**config.mk**
```make
export PLATFORM = sky130hd
export DESIGN_NAME = fft_stage_sequencer
export DESIGN_NICKNAME = d
export VERILOG_FILES = /design/src/rtl/fft_pkg.sv /design/src/rtl/fft_addr_gen.sv /design/src/rtl/fft_stage_sequencer.sv
export SDC_FILE = /design/constraint.sdc
export NUM_CORES = 1
export LEC_CHECK = 0
export CORE_MARGIN = 1
export CORE_UTILIZATION = 40
export CTS_CLUSTER_SIZE = 28
export DETAILED_ROUTE_END_ITERATION = 10
export DONT_BUFFER_PORTS = 1
export GPL_TIMING_DRIVEN = 0
export HOLD_SLACK_MARGIN = 0.12
export SYNTH_ARGS = -nofsm -noshare
export SYNTH_HDL_FRONTEND = slang
export SYNTH_SLANG_ARGS = --single-unit
```
**constraint.sdc**
```tcl
create_clock -name clk -period 2.25 [get_ports clk]
set_input_delay 0.45 -clock clk [delete_from_list [all_inputs] [get_ports clk]]
set_output_delay 0.45 -clock clk [all_outputs]
set_load 0.01 [all_outputs]
```
**src/rtl/fft_pkg.sv**
```systemverilog
// ============================================================================
// fft_pkg : FSM state encoding and width helpers for the FFT stage sequencer.
// Revision: 1.0
// ============================================================================
`default_nettype none

package fft_pkg;

  typedef enum logic [1:0] {
    S_IDLE  = 2'd0,
    S_ISSUE = 2'd1,
    S_DRAIN = 2'd2,
    S_DONE  = 2'd3
  } state_t;

  function automatic int stg_w(input int log2n);
    return ($clog2(log2n) < 1) ? 1 : $clog2(log2n);
  endfunction

  function automatic int cnt_w(input int log2n);
    return log2n - 1;
  endfunction

endpackage

`default_nettype wire

```
**src/rtl/fft_addr_gen.sv**
```systemverilog
// ============================================================================
// fft_addr_gen : maps butterfly index k and stage s to the in-place DIT
// address pair and twiddle index. Purely combinational.
// Revision: 1.0
// ============================================================================
`default_nettype none

module fft_addr_gen
  import fft_pkg::*;
#(
  parameter int LOG2N = 3
) (
  input  logic [cnt_w(LOG2N)-1:0] k,
  input  logic [stg_w(LOG2N)-1:0] stage,
  output logic [LOG2N-1:0]        addr_a,
  output logic [LOG2N-1:0]        addr_b,
  output logic [cnt_w(LOG2N)-1:0] tw_idx
);

  localparam int CNT_W = cnt_w(LOG2N);

  logic [LOG2N-1:0] kx;
  logic [LOG2N-1:0] span;
  logic [LOG2N-1:0] pos;
  logic [LOG2N-1:0] grp;

  always_comb begin
    kx     = LOG2N'(k);
    span   = LOG2N'(1) << stage;
    pos    = kx & (span - LOG2N'(1));
    grp    = kx >> stage;
    // grp < 2^(LOG2N-1-s), so shifting by s+1 never loses bits
    addr_a = (grp << (int'(stage) + 1)) | pos;
    addr_b = addr_a | span;
    tw_idx = CNT_W'(pos << (LOG2N - 1 - int'(stage)));
  end

endmodule

`default_nettype wire

```
**src/rtl/fft_stage_sequencer.sv**
```systemverilog
// ============================================================================
// fft_stage_sequencer : steps LOG2N radix-2 stages, issuing N/2 butterflies per
// stage, draining the butterfly pipeline and flipping the ping-pong bank.
// Revision: 1.0
// ============================================================================
`default_nettype none

module fft_stage_sequencer
  import fft_pkg::*;
#(
  parameter int LOG2N      = 3,
  parameter int BF_LATENCY = 4
) (
  input  logic                    clk,
  input  logic                    rst_n,
  input  logic                    start,
  input  logic                    bf_ready,
  output logic                    bf_valid,
  output logic [LOG2N-1:0]        bf_addr_a,
  output logic [LOG2N-1:0]        bf_addr_b,
  output logic [cnt_w(LOG2N)-1:0] tw_idx,
  output logic [stg_w(LOG2N)-1:0] stage,
  output logic                    bank_sel,
  output logic                    busy,
  output logic                    done
);

  localparam int CNT_W = cnt_w(LOG2N);
  localparam int STG_W = stg_w(LOG2N);
  localparam int DW    = (BF_LATENCY > 1) ? $clog2(BF_LATENCY) : 1;

  localparam logic [CNT_W-1:0] K_LAST   = '1;
  localparam logic [STG_W-1:0] STG_LAST = STG_W'(LOG2N - 1);
  localparam logic [DW-1:0]    D_LAST   = DW'(BF_LATENCY - 1);

  state_t            state, state_nxt;
  logic [CNT_W-1:0]  k, k_nxt;
  logic [DW-1:0]     dcnt, dcnt_nxt;
  logic [STG_W-1:0]  stage_nxt;
  logic              bank_nxt;
  logic [LOG2N-1:0]  gen_a, gen_b;
  logic [CNT_W-1:0]  gen_tw;

  always_comb begin
    state_nxt = state;
    k_nxt     = k;
    dcnt_nxt  = dcnt;
    stage_nxt = stage;
    bank_nxt  = bank_sel;
    case (state)
      S_IDLE: begin
        if (start) state_nxt = S_ISSUE;
      end
      S_ISSUE: begin
        if (bf_ready) begin
          if (k == K_LAST) begin
            state_nxt = S_DRAIN;
            dcnt_nxt  = '0;
          end else begin
            k_nxt = k + CNT_W'(1);
          end
        end
      end
      S_DRAIN: begin
        if (dcnt == D_LAST) begin
          dcnt_nxt = '0;
          k_nxt    = '0;
          if (stage == STG_LAST) begin
            state_nxt = S_DONE;
          end else begin
            state_nxt = S_ISSUE;
            stage_nxt = stage + STG_W'(1);
            bank_nxt  = ~bank_sel;
          end
        end else begin
          dcnt_nxt = dcnt + DW'(1);
        end
      end
      S_DONE: begin
        state_nxt = S_IDLE;
        stage_nxt = '0;
        bank_nxt  = 1'b0;
      end
      default: state_nxt = S_IDLE;
    endcase
  end

  // Addresses are generated from next-cycle k/stage so they register alongside bf_valid
  fft_addr_gen #(
    .LOG2N (LOG2N)
  ) u_addr_gen (
    .k      (k_nxt),
    .stage  (stage_nxt),
    .addr_a (gen_a),
    .addr_b (gen_b),
    .tw_idx (gen_tw)
  );

  always_ff @(posedge clk or negedge rst_n) begin
    if (!rst_n) begin
      state     <= S_IDLE;
      k         <= '0;
      dcnt      <= '0;
      stage     <= '0;
      bank_sel  <= 1'b0;
      bf_valid  <= 1'b0;
      bf_addr_a <= '0;
      bf_addr_b <= '0;
      tw_idx    <= '0;
      busy      <= 1'b0;
      done      <= 1'b0;
    end else begin
      state     <= state_nxt;
      k         <= k_nxt;
      dcnt      <= dcnt_nxt;
      stage     <= stage_nxt;
      bank_sel  <= bank_nxt;
      bf_valid  <= (state_nxt == S_ISSUE);
      bf_addr_a <= (state_nxt == S_ISSUE) ? gen_a  : '0;
      bf_addr_b <= (state_nxt == S_ISSUE) ? gen_b  : '0;
      tw_idx    <= (state_nxt == S_ISSUE) ? gen_tw : '0;
      busy      <= (state_nxt != S_IDLE);
      done      <= (state_nxt == S_DONE);
    end
  end

endmodule

`default_nettype wire
```
==> out/qor.yml <==
worst_setup_path:
  slowest_delay_ps: 480
  rr_worst_depth: 9
  r2r_slack_ps: 30
  crit_path_end_kind: "register"
  worstPathCellList: "inv_2 -> ha_4 -> mux2_4 -> a22oi_2 -> ha_2 -> xnor2_1 -> o21ai_1 -> mux2_4 -> nor3_2"
  crit_arrival_ps: 2440
  startpoint_type: "register"
  cpMostUsedCell: "mux2_4"
  cp_data_required_time_ps: 2470
  timing.rr.start: "stage[0]"
  endpoint: "tw_idx[1]"
  cpMaxStageDelayCell: "dfrtp_2"
  cp_top_family: "multiplexers"
  cp.depth: 9
  r2r_end: "tw_idx[1]"
  crit_buf_inv: 1
  critPathKind: "reg2reg"
  crit_start: "stage[0]"
  crit_fanout: 4
pwr:
  power_frac_seq_pct: 35.5
  combinationalPowerShare_pct: 47.5
  power_mw: 1.71
  peakVddDrop_mv: 0.794
  powerDensity_nw_per_um2: 1310
  pwr-share-clk_pct: 17.1
  p_sw_share_pct: 41.2
  intPower_mw: 1.00
  power_leakage_nw: 0.586
  switching_power_uw: 705
timing:
  final.setup.worst_slack_ps: 32.6
  worstMarginPinSlew_ps: 916
  hold_violations: 0
  fin_worst_skew_ps: 11.6
  period_share_pct: 98.6
  max_freq_ghz: 0.451
  maxSlewViolCount: 0
  period_needed_ps: 2220
  relSlewSlack_pct: 38.7
  final-setup-viol-count: 0
  rsz0062_at_grt: "true"
layout:
  syn2layout_area_growth_pct: 14.7
  fillers: 227
  final_util_pct: 50.5
  layout.nets: 132
  antenna_cells: 0
  drive_gt1_share_pct: 27.8
worst_hold_path:
  min_path_type: "in2reg"
detailed_routing:
  vias: 808
  viasPerCell: 5.57
  wl_per_cell_um: 14.8
  detailedRoute.firstPassIterationCount: 4
  drc: 0
  postRouteAntennaNets: 0
  drt-total-wl_um: 2150
  drt-initial-drc-count: 11
synth:
  ys_ff_latch: 20
  synth_fp_nets: 122
  yosysTopAreaCellShare_pct: 43.9
  yosys-top-cells-area: "dfrtp_1 44%, ha_1 13%, a21oi_1 3.1%, mux2i_1 2.6%, inv_1 2.6%"
  synthCells: 106
  seq_area_frac_synth_pct: 43.9
  syn_area_um2: 1140
  ys.warnings.count: 0
  avgSynthCellArea_um2: 10.8
  synth_cell_types: 38
  synth_largest_area_cell: "dfrtp_1"
die:
  coreArea_um2: 2590
  io_pins: 18
  dieArea_um2: 3070
  rows: 18
  start_util_pct: 44.0
  die_x_um: 55.4
  die_h_um: 55.4
cts:
  cts-root-buf: "clkbuf_4"
  clk_pin_slew_ps: 120
  cts_tree: "done"
  clk_latency_ps: 300
  cts.sinks: 20
  clockBufferDepth: 2
  cts_buffers: 3
  htree_levels: 1
place:
  place_ws_ps: -212
  dp_hpwl_um: 1450
  gp_congestion: 0.749
  port_buffers: 0
grt:
  busiest_layer: "met2"
  grt.overflow.total: 0
  use_met1_pct: 18.4
  grt_start_max_net_pins: 21
  met2_usage_pct: 26.9
  use_met3_pct: 2.81
  grt_pass1_vias: 827
  grt_use_total_pct: 15.2
  grt_pass1_wl_um: 3730
  antenna_found_initial: 0
flow_run:
  drv_cap: 0
outcome:
  outcome: "completed"
==> worst reg2reg max path, stage by stage, from the launching register on <==
cell and delay, ps:
dfrtp_2 480, inv_2 100, ha_4 190, mux2_4 260
a22oi_2 210, ha_2 260, xnor2_1 110, o21ai_1 110
mux2_4 270, nor3_2 150
==> worst min-delay path by stage <==
stage | from | endpoint | cells after the start
2_1_floorplan | rst_n | bank_sel | 0
3_3_place_gp | rst_n | dcnt[1] | 0
3_5_place_dp | rst_n | dcnt[1] | 0
4_1_cts | start | done | 3
5_1_grt | start | done | 3
6_report | start | done | 3
==> final cells by class <==
cell class	count	area, µm²	share of cell area, %
plain buffers	1	5.00	0.383
clock buffers	3	22.5	1.72
clock inverters	1	30.0	2.30
inverters	12	46.3	3.54
multi-input cells	73	623	47.7
flip-flops and latches	20	503	38.5
well taps	30	37.5	2.87
repair buffers	5	40.0	3.06
==> power by group through the flow <==
stage / Clock [mW] / Sequential (mW) / Combinational (mW)
5_1_grt: 0.319 / 0.623 / 0.921
2_1_floorplan: 0 / 0.588 / 0.622
4_1_cts: 0.302 / 0.607 / 0.791
3_5_place_dp: 0 / 0.612 / 0.737
3_3_place_gp: 0 / 0.608 / 0.723
6_report: 0.292 / 0.607 / 0.812
==> cell usage in the layout, fill, tap and decap left out, drive strengths merged <==
| cell | Yosys | final |
|---|---|---|
| o211ai | 1 | 1 |
| nand4 | 1 | 1 |
| nor2b | 1 | 1 |
| mux2i | 3 | 3 |
| nor3b | 1 | 1 |
| mux2 | 2 | 2 |
| nand3 | 4 | 4 |
| o22ai | 1 | 1 |
| a21oi | 7 | 7 |
| nand4b | 1 | 1 |
| dlygate4sd3 | 0 | 1 |
| o21a | 1 | 1 |
| xnor2 | 2 | 2 |
| dfrtp | 20 | 20 |
| or2 | 3 | 3 |
| nor4 | 1 | 1 |
| clkinv | 1 | 1 |
| nor2 | 9 | 9 |
| ha | 12 | 12 |
| a21boi | 2 | 2 |
| a311oi | 1 | 1 |
| buf | 1 | 5 |
| a32o | 2 | 2 |
| o21ai | 5 | 5 |
| a31oi | 2 | 2 |
| bufinv | 0 | 1 |
| nand2b | 2 | 2 |
| clkbuf | 0 | 3 |
| nand2 | 5 | 5 |
| nor3 | 1 | 1 |
| a22oi | 2 | 2 |
| o2bb2ai | 1 | 1 |
| inv | 11 | 11 |
==> sequential cells by signal, summed over array words and instances, names as in the netlist <==
name       flops
bank_sel       1
bf_addr_a      3
bf_addr_b      3
bf_valid       1
busy           1
dcnt           2
done           1
k              2
stage          2
state          2
tw_idx         2
==> cells by family after synthesis <==
| kind of cell | count (synthesis) | share of synthesized area [%] |
|---|---|---|
| DFF | 20 | 43.9 |
| muxes | 5 | 5.27 |
| xor gates and xnor gates | 2 | 1.54 |
| and+or+nand+nor | 29 | 15.4 |
| adders and majority gates | 12 | 13.2 |
| buffers and inverters | 13 | 4.50 |
| AOI/OAI and AO/OA | 25 | 16.2 |
==> per-stage QoR <==
step | instance area [µm²] | TNS [ps] | cells | hold slack (ps)
2_1_floorplan | 1140 | 0 | 106 | 154
3_3_place_gp | 1180 | -409 | 136 | 155
3_5_place_dp | 1180 | -643 | 136 | 155
4_1_cts | 1280 | 0 | 145 | 445
5_1_grt | 1310 | -93.4 | 145 | 455
6_report | 1310 | 0 | 145 | 456
==> synthesized netlist by cell type (all sizes together) <==
master	count
nand2b	2
o211ai	1
nor2	9
nand2	5
clkinv	1
dfrtp	20
o22ai	1
mux2	2
xnor2	2
inv	11
nor4	1
or2	3
nor2b	1
nor3b	1
a21oi	7
a32o	2
a22oi	2
nand4	1
o21a	1
o2bb2ai	1
buf	1
a311oi	1
o21ai	5
nor3	1
nand3	4
nand4b	1
a21boi	2
mux2i	3
ha	12
a31oi	2
==> routing by layer <==
| metal | vias up | part of all wire (%) |
|---|---|---|
| li1 | 384 | - |
| met1 | 405 | 45 |
| met2 | 17 | 51 |
| met3 | 2 | 3.3 |
| met4 | 0 | 0.70 |
| met5 | - | 0 |
==> timing repair <==
item                                    in CTS  in global routing
pin swaps                                    3                  6
endpoints found under the setup margin       8                  7
gates resized for setup                      6                  5
endpoints found under the hold margin       20                  0
hold buffers                                 1                  0
buffers inserted                             4                  0
cloned                                       0                  0
Note: power is estimated with default switching activity, not from simulation.
